## config.mk

```make
export PLATFORM = sky130hd
export DESIGN_NAME = pc_gen
export DESIGN_NICKNAME = d
export VERILOG_FILES = /design/src/rtl/pc_gen_pkg.sv /design/src/rtl/pc_redirect_arb.sv /design/src/rtl/pc_gen.sv
export SDC_FILE = /design/constraint.sdc
export NUM_CORES = 1
export LEC_CHECK = 0
export ABC_AREA = 1
export CAP_MARGIN = 20
export CORE_ASPECT_RATIO = 0.7
export CORE_MARGIN = 10
export CORE_UTILIZATION = 40
export DETAILED_ROUTE_END_ITERATION = 7
export PLACE_DENSITY = 0.87
export SYNTH_ARGS = -nofsm -noshare
export SYNTH_HDL_FRONTEND = slang
export SYNTH_SLANG_ARGS = --single-unit
```

## constraint.sdc

```tcl
create_clock -name clk -period 1.46 [get_ports clk]
set_input_delay 0.292 -clock clk [delete_from_list [all_inputs] [get_ports clk]]
set_output_delay 0.292 -clock clk [all_outputs]
set_load 0.1 [all_outputs]
```

## src/rtl/pc_gen_pkg.sv

```systemverilog
// Shared definitions for the fetch-PC generator: FSM state encoding and default widths/vectors.
package pc_gen_pkg;

  typedef enum logic [1:0] {
    BOOT  = 2'd0,
    RUN   = 2'd1,
    FLUSH = 2'd2
  } pc_state_e;

  localparam int unsigned PC_GEN_XLEN      = 64;
  localparam logic [63:0] PC_GEN_RESET_VEC = 64'h0000_0000_8000_0000;
  localparam int unsigned FLUSH_CNT_W      = 4;

endpackage

```

## src/rtl/pc_redirect_arb.sv

```systemverilog
// Combinational redirect arbiter: trap beats jump, then alignment check (PC_GEN_MISALIGN_CHK_EN)
// or low-bit masking (default build).
module pc_redirect_arb
  import pc_gen_pkg::*;
#(
  parameter int unsigned XLEN       = PC_GEN_XLEN,
  parameter int unsigned INST_BYTES = 4
) (
  input  logic            trap_en,
  input  logic [XLEN-1:0] trap_addr,
  input  logic            jump_en,
  input  logic [XLEN-1:0] jump_addr,
  output logic            redir_en,
  output logic [XLEN-1:0] redir_addr,
  output logic            misalign
);

  localparam logic [XLEN-1:0] LOW_MASK = XLEN'(INST_BYTES - 1);

  logic [XLEN-1:0] target;

  always_comb begin
    redir_en = trap_en | jump_en;
    target   = trap_en ? trap_addr : jump_addr;
`ifdef PC_GEN_MISALIGN_CHK_EN
    // A misaligned trap is still the winner; it never falls through to a jump.
    redir_addr = target;
    misalign   = redir_en & (|(target & LOW_MASK));
`else
    redir_addr = target & ~LOW_MASK;
    misalign   = 1'b0;
`endif
  end

endmodule

```

## src/rtl/pc_gen.sv

```systemverilog
// Fetch-PC generator with valid/ready handshake, stall, trap/jump redirect and flush bubble.
// Optional target alignment checking is enabled by defining PC_GEN_MISALIGN_CHK_EN.
module pc_gen
  import pc_gen_pkg::*;
#(
  parameter int unsigned     XLEN       = PC_GEN_XLEN,
  parameter logic [XLEN-1:0] RESET_VEC  = XLEN'(PC_GEN_RESET_VEC),
  parameter int unsigned     INST_BYTES = 4,
  parameter int unsigned     FLUSH_CYC  = 2
) (
  input  logic            clk,
  input  logic            rst,
  input  logic            stall_i,
  input  logic            jump_en_i,
  input  logic [XLEN-1:0] jump_addr_i,
  input  logic            trap_en_i,
  input  logic [XLEN-1:0] trap_addr_i,
  input  logic            pc_ready_i,
  output logic            pc_valid_o,
  output logic [XLEN-1:0] pc_o,
  output logic            misalign_o,
  output logic [XLEN-1:0] badaddr_o
);

  localparam bit HAS_FLUSH = (FLUSH_CYC > 0);
  localparam logic [FLUSH_CNT_W-1:0] FLUSH_LOAD =
    HAS_FLUSH ? FLUSH_CNT_W'(FLUSH_CYC - 1) : '0;

  pc_state_e             state;
  pc_state_e             next_state;
  logic [FLUSH_CNT_W-1:0] flush_cnt;

  logic            redir_en;
  logic [XLEN-1:0] redir_addr;
  logic            redir_misalign;
  logic            take;
  logic            advance;

  pc_redirect_arb #(
    .XLEN       (XLEN),
    .INST_BYTES (INST_BYTES)
  ) u_arb (
    .trap_en    (trap_en_i),
    .trap_addr  (trap_addr_i),
    .jump_en    (jump_en_i),
    .jump_addr  (jump_addr_i),
    .redir_en   (redir_en),
    .redir_addr (redir_addr),
    .misalign   (redir_misalign)
  );

  // Any redirect request, even a rejected one, pre-empts sequential advance.
  assign take    = redir_en & ~redir_misalign;
  assign advance = (state == RUN) & pc_ready_i & ~stall_i & ~redir_en;

  always_ff @(posedge clk or negedge rst) begin
    if (!rst) state <= BOOT;
    else      state <= next_state;
  end

  always_comb begin
    next_state = state;
    unique case (state)
      BOOT:    next_state = (take && HAS_FLUSH) ? FLUSH : RUN;
      RUN:     if (take && HAS_FLUSH) next_state = FLUSH;
      FLUSH: begin
        if (take)                 next_state = FLUSH;
        else if (flush_cnt == '0) next_state = RUN;
      end
      default: next_state = BOOT;
    endcase
  end

  always_comb begin
    pc_valid_o = (state == RUN);
  end

  always_ff @(posedge clk or negedge rst) begin
    if (!rst) begin
      pc_o      <= RESET_VEC;
      flush_cnt <= '0;
    end else begin
      if (take)         pc_o <= redir_addr;
      else if (advance) pc_o <= pc_o + XLEN'(INST_BYTES);

      if (take && HAS_FLUSH)                   flush_cnt <= FLUSH_LOAD;
      else if (state == FLUSH && flush_cnt != '0) flush_cnt <= flush_cnt - 1'b1;
    end
  end

`ifdef PC_GEN_MISALIGN_CHK_EN
  always_ff @(posedge clk or negedge rst) begin
    if (!rst) begin
      misalign_o <= 1'b0;
      badaddr_o  <= '0;
    end else begin
      misalign_o <= redir_misalign;
      if (redir_misalign) badaddr_o <= redir_addr;
    end
  end
`else
  assign misalign_o = 1'b0;
  assign badaddr_o  = '0;
`endif

endmodule

```

# After elaboration in Yosys (flattened, before gate mapping)
# Index checks and enable logic that the tools add are counted.
# totals
ff_bits	70
latchBits	0
ram_bits	0
romBits	0
in_bits	134
out_inout_bits	130
wordCells	32
memories	0
# op_classes
addsub	2
multipliers	0
div_mod_pow	0
order_cmp	0
n_eq_ne	4
shift	0
muxes	10
n_bitwise	6
reduce_logical	7
# ops
op	count
$mux 64	3
$add 64x3->64 const B	1
$mux 2	4
$mux 4	2
$pmux 2 s3	1
$logic_not 4->1	1
$reduce_bool 2->1	2
$reduce_bool 4->1	1
$sub 4x1->4 const B	1
$and 1x1->1	3
$ne 3x3->1 const B	1
$eq 2x1->1 const B	1
$eq 2x2->1 const B	1
$logic_not 2->1	1
$ne 2x1->1 const B	1
$not 1->1	2
$reduce_and 2->1	1
$logic_and 1x1->1	1
$or 1x1->1	1

# Longest topological paths before layout
# logic_depth
depth_word	6
mapped_depth	10
ltp_nobuf	10

# Cells and area by module
# Synthesis repeated with hierarchy kept, for this count alone.
# hier_totals
cells_unflattened	1149
area_unflattened_um2	6672.6
# by_module_without_submodules
mod	n_inst	cells_per_inst	area_per_inst_um2	seq_area_each_um2
pc_gen	1	944	5809.3	1752.9
pc_redirect_arb	1	205	863.3	0.0

# Worst setup path before layout
# Ideal clock, no wire load.
# synth_timing
kind	register -> register
start	reg state[1]
end	reg pc_o[6]
setup_time_ns	0.146
arrival_time_ns	2.758
required_time_ns	1.314
path_slack_ns	-1.444
stages_incl_launch_ff	5
path_buffers	0
period_less_slack_ns	2.904
cell_sequence	dfrtp_1 nor2_1 nand2_1 o311ai_0 o211ai_1
# synth_between
elab_chain_len	5
# synth_lines
item	line	rtl
start: declaration	pc_gen.sv:29	pc_state_e state;
start signal: assignment	pc_gen.sv:58	else state <= next_state;
$eq 2x1->1	n/a	
named net pc_valid_o	pc_gen.sv:19	output logic pc_valid_o,
$and 1x1->1 (3 in series)	pc_gen.sv:54	assign advance = (state == RUN) & pc_ready_i & ~stall_i & ~redir_en;
$reduce_bool 2->1 (no source line)	n/a	
end signal: assignment	pc_gen.sv:83	if (take) pc_o <= redir_addr;
end signal: assignment	pc_gen.sv:84	else if (advance) pc_o <= pc_o + XLEN'(INST_BYTES);
end: declaration	pc_gen.sv:20	output logic [XLEN-1:0] pc_o,
# The timed path passes the listed nets, and every way through them passes these cells.
# A chain may end at the register's enable or synchronous reset.

# Worst setup path after layout
# layout_timing
start	reg pc_o[12]
end	reg pc_o[44]
# layout_between
elab_chain_len	3
# layout_lines
item	line
$add 64x3->64	pc_gen.sv:84
$mux 64	pc_gen.sv:84
$mux 64	pc_gen.sv:83
# No other way between the ends. The select of a mux whose other input is x is not followed.

==> results_dict.tcl <==
set metrics [dict create \
    fin_crit_ps 1950 \
    num_io_pins 264 \
    wl_met1_mm 13.8 \
    grt_pass1_wl_mm 47.4 \
    instances_no_fill 1631 \
    cts.path.max_buffers 2 \
    drcViolationCount 3 \
    ys.flop_type "dfrtp_1" \
    path_cells "buf_6, nand2_4, nor2_4, buf_4, nand2_2, inv_2, nand2_2, nor2_4, buf_6, nand2_2, nand2_2, nand3_2, a21oi_2" \
    antenna_found_initial 0 \
    ys_async_sr_fraction_pct 100 \
    grt_start_max_net_pins 47 \
    row_count 38 \
    wirelength_mm 36.3 \
    yosysWarningCount 0 \
    p_total_mw 11.8 \
    synth_edf_count 0 \
    cp-end-kind "flop" \
    worstSkewPairLatency_ps 350 \
    slowest_stage "dfrtp_4" \
    synth_top_area_share_pct 26.4 \
    wl_per_cell_um 22.3 \
    area_delta_synth_final_pct 95.7 \
    worstMarginPinSlew_ps 588 \
    die_w_um 170 \
    met3_wirelength_mm 4.27 \
    hold_viol_final 0 \
    ys_top_cells_by_area "dfrtp_1 26%, nor2_1 15%, nand2_1 11%" \
    synth_cell_types 39 \
    netlist_instances 1025 \
    peakVddDrop_mv 0.536 \
    grt_pass1_vias 8319 \
    yosys.area.top_type "dfrtp_1" \
    dp_hpwl_mm 24.2 \
    via_per_inst 5.56 \
    drv_slew 0 \
    gpl.final_weighted_congestion 0.957 \
    start_util_pct 40.9 \
    syn_area_um2 6340 \
    drive_gt1_share_pct 40.8 \
    timing.slew.headroom_pct 60.8 \
    nets 1563 \
    vias 9069 \
    top_layer "met4" \
    rsz0062_at_grt "true" \
    grt_overflow 0 \
    crit_family "simple AND/OR/NAND/NOR gates" \
    worstPathRequired_ps 1720 \
    cts_made_buffers 9 \
    first_pass_iters 8 \
    crit_top_cell "nand2_2" \
    path_clk_slew_ps 60 \
    critical_path_class "reg2reg" \
    grtUsageTotal_pct 28.0 \
    status "finished with violations" \
    synth.avg_cell_area_um2 6.19 \
    fmax_mhz 512 \
    io_buffers 192 \
    max_cap_viol_count 0 \
    critical_path_arrival_ps 2220 \
    setup_viol 76 \
    num_antenna_cells 0 \
    cts-root-buf "clkbuf_16" \
    ys_ff_latch 68 \
    clkSinkCount 68 \
    hp-class "in2reg" \
    dieArea_um2 21400 \
    wl_met2_mm 16.4 \
    violations "DRC, setup timing" \
    dieHeight_um 125 \
    p_leak_nw 5.60 \
    cts_tree "built" \
    coreArea_um2 15500 \
    worst_slack_ps -494 \
    cpPeakStageDelay_ps 470 \
    critical_path_buf_inv_count 4 \
    worstPathMaxFanout 4 \
    dp.cells 1561 \
    start_kind "flop" \
    ant_nets 0 \
    finalCritPeriodShare_pct 134 \
    seq_area_frac_synth_pct 26.9 \
    drt_iter0_markers 1209 \
    final.setup_skew_ps 16.2 \
    cts-htree-levels 3 \
    p_per_area_nw_per_um2 952 \
]
per-layer routing:
| layer | global-route usage, % | up-vias |
|---|---|---|
| met5 | 0 | - |
| met4 | 9.21 | 0 |
| met3 | 8.24 | 179 |
| met2 | 44.1 | 668 |
| met1 | 36.0 | 4235 |
| li1 | - | 3987 |
layout make-up:
class,count,area (um2)
repair buffers,429,4840
multi-input cells,832,4830
fillers,925,3090
flip-flops and latches,68,1880
inverters,86,340
well taps,200,250
clock buffers,11,233
clock inverters,5,30.0
worst min-delay path, delay by kind of cell:
kind | cells | cell delay, ps
simple gates | 2 | 210
buf+inv | 1 | 210
compound gates | 1 | 50
through the flow:
| stage | util (%) | TNS (ps) | setup WS (ps) | area (um2) | hold WS, ps |
|---|---|---|---|---|---|
| after floorplan | - | -14760 | -292 | 6950 | -3.59 |
| after global placement | 67.6 | -23960 | -416 | 10500 | 289 |
| after detailed placement | 67.6 | -26630 | -486 | 10500 | 307 |
| after CTS | 73.5 | -10140 | -267 | 11400 | 409 |
| after global routing | 80.1 | -23420 | -498 | 12400 | 448 |
| final | 80.1 | -20590 | -494 | 12400 | 457 |
Yosys cell counts, drive strengths merged (2+ instances only):
library cell and count:
nor2 261, nand2 208, o21ai 101, inv 86
buf 82, a21oi 71, dfrtp 67, nand3 50
clkbuf 23, o21bai 14, nand4 13, o211ai 11
xnor2 11, o311ai 7, a31oi 6, ha 3
o221ai 2, xor2 2
path summary, 6_finish.rpt:
| path | slack (ps) | depth (start not counted) | start | end |
|---|---|---|---|---|
| min | 460 | 4 | trap_en_i | pc_o[48] |
| max in group asynchronous | 360 | 3 | rst | pc_o[44] |
| max | -490 | 13 | pc_o[12] | pc_o[44] |
| min in group asynchronous | 480 | 2 | rst | pc_o[23] |
| min reg2reg | 470 | 1 | flush_cnt[3] | flush_cnt[3] |
| max reg2reg | -490 | 13 | pc_o[12] | pc_o[44] |
cells in the final DEF, fill, tap and decap left out, types with 45 or more instances in the layout:
master / count
clkdlybuf4s50_1: 126
o21ai_0: 69
inv_1: 72
nor2_1: 193
buf_6: 78
nor2_4: 45
buf_4: 141
conb_1: 67
a21oi_1: 47
buf_12: 72
nand2_1: 142
sequential cells by signal, indices dropped and copies added, names as in the netlist:
signal     cells
pc_o          62
flush_cnt      4
state          2
report_power, final:
part | internal (mW) | switching [mW] | total (mW) | leakage, nW
Sequential | 2.25 | 0.424 | 2.68 | 0.730
Clock | 1.15 | 0.957 | 2.10 | 0.125
Combinational | 2.58 | 4.46 | 7.04 | 4.74
kinds of logic after synthesis:
logic type | Yosys count | synth area share, %
AOI/OAI and AO/OA | 214 | 18.8
xor gates and xnor gates | 13 | 1.80
and+or+nand+nor | 535 | 36.1
buffers and inverters | 191 | 15.8
adders and majority gates | 3 | 0.592
other | 1 | 0.0591
DFF | 68 | 26.9
timing repair:
item                                    4_1_cts  5_1_grt
gates resized for setup                     134      178
hold buffers                                  1        0
pin swaps                                    45      111
hold endpoints to repair                     13        0
cloned                                        1        4
endpoints found under the setup margin       79       96
buffers inserted                             21       49
(Power assumes the default switching activity.)
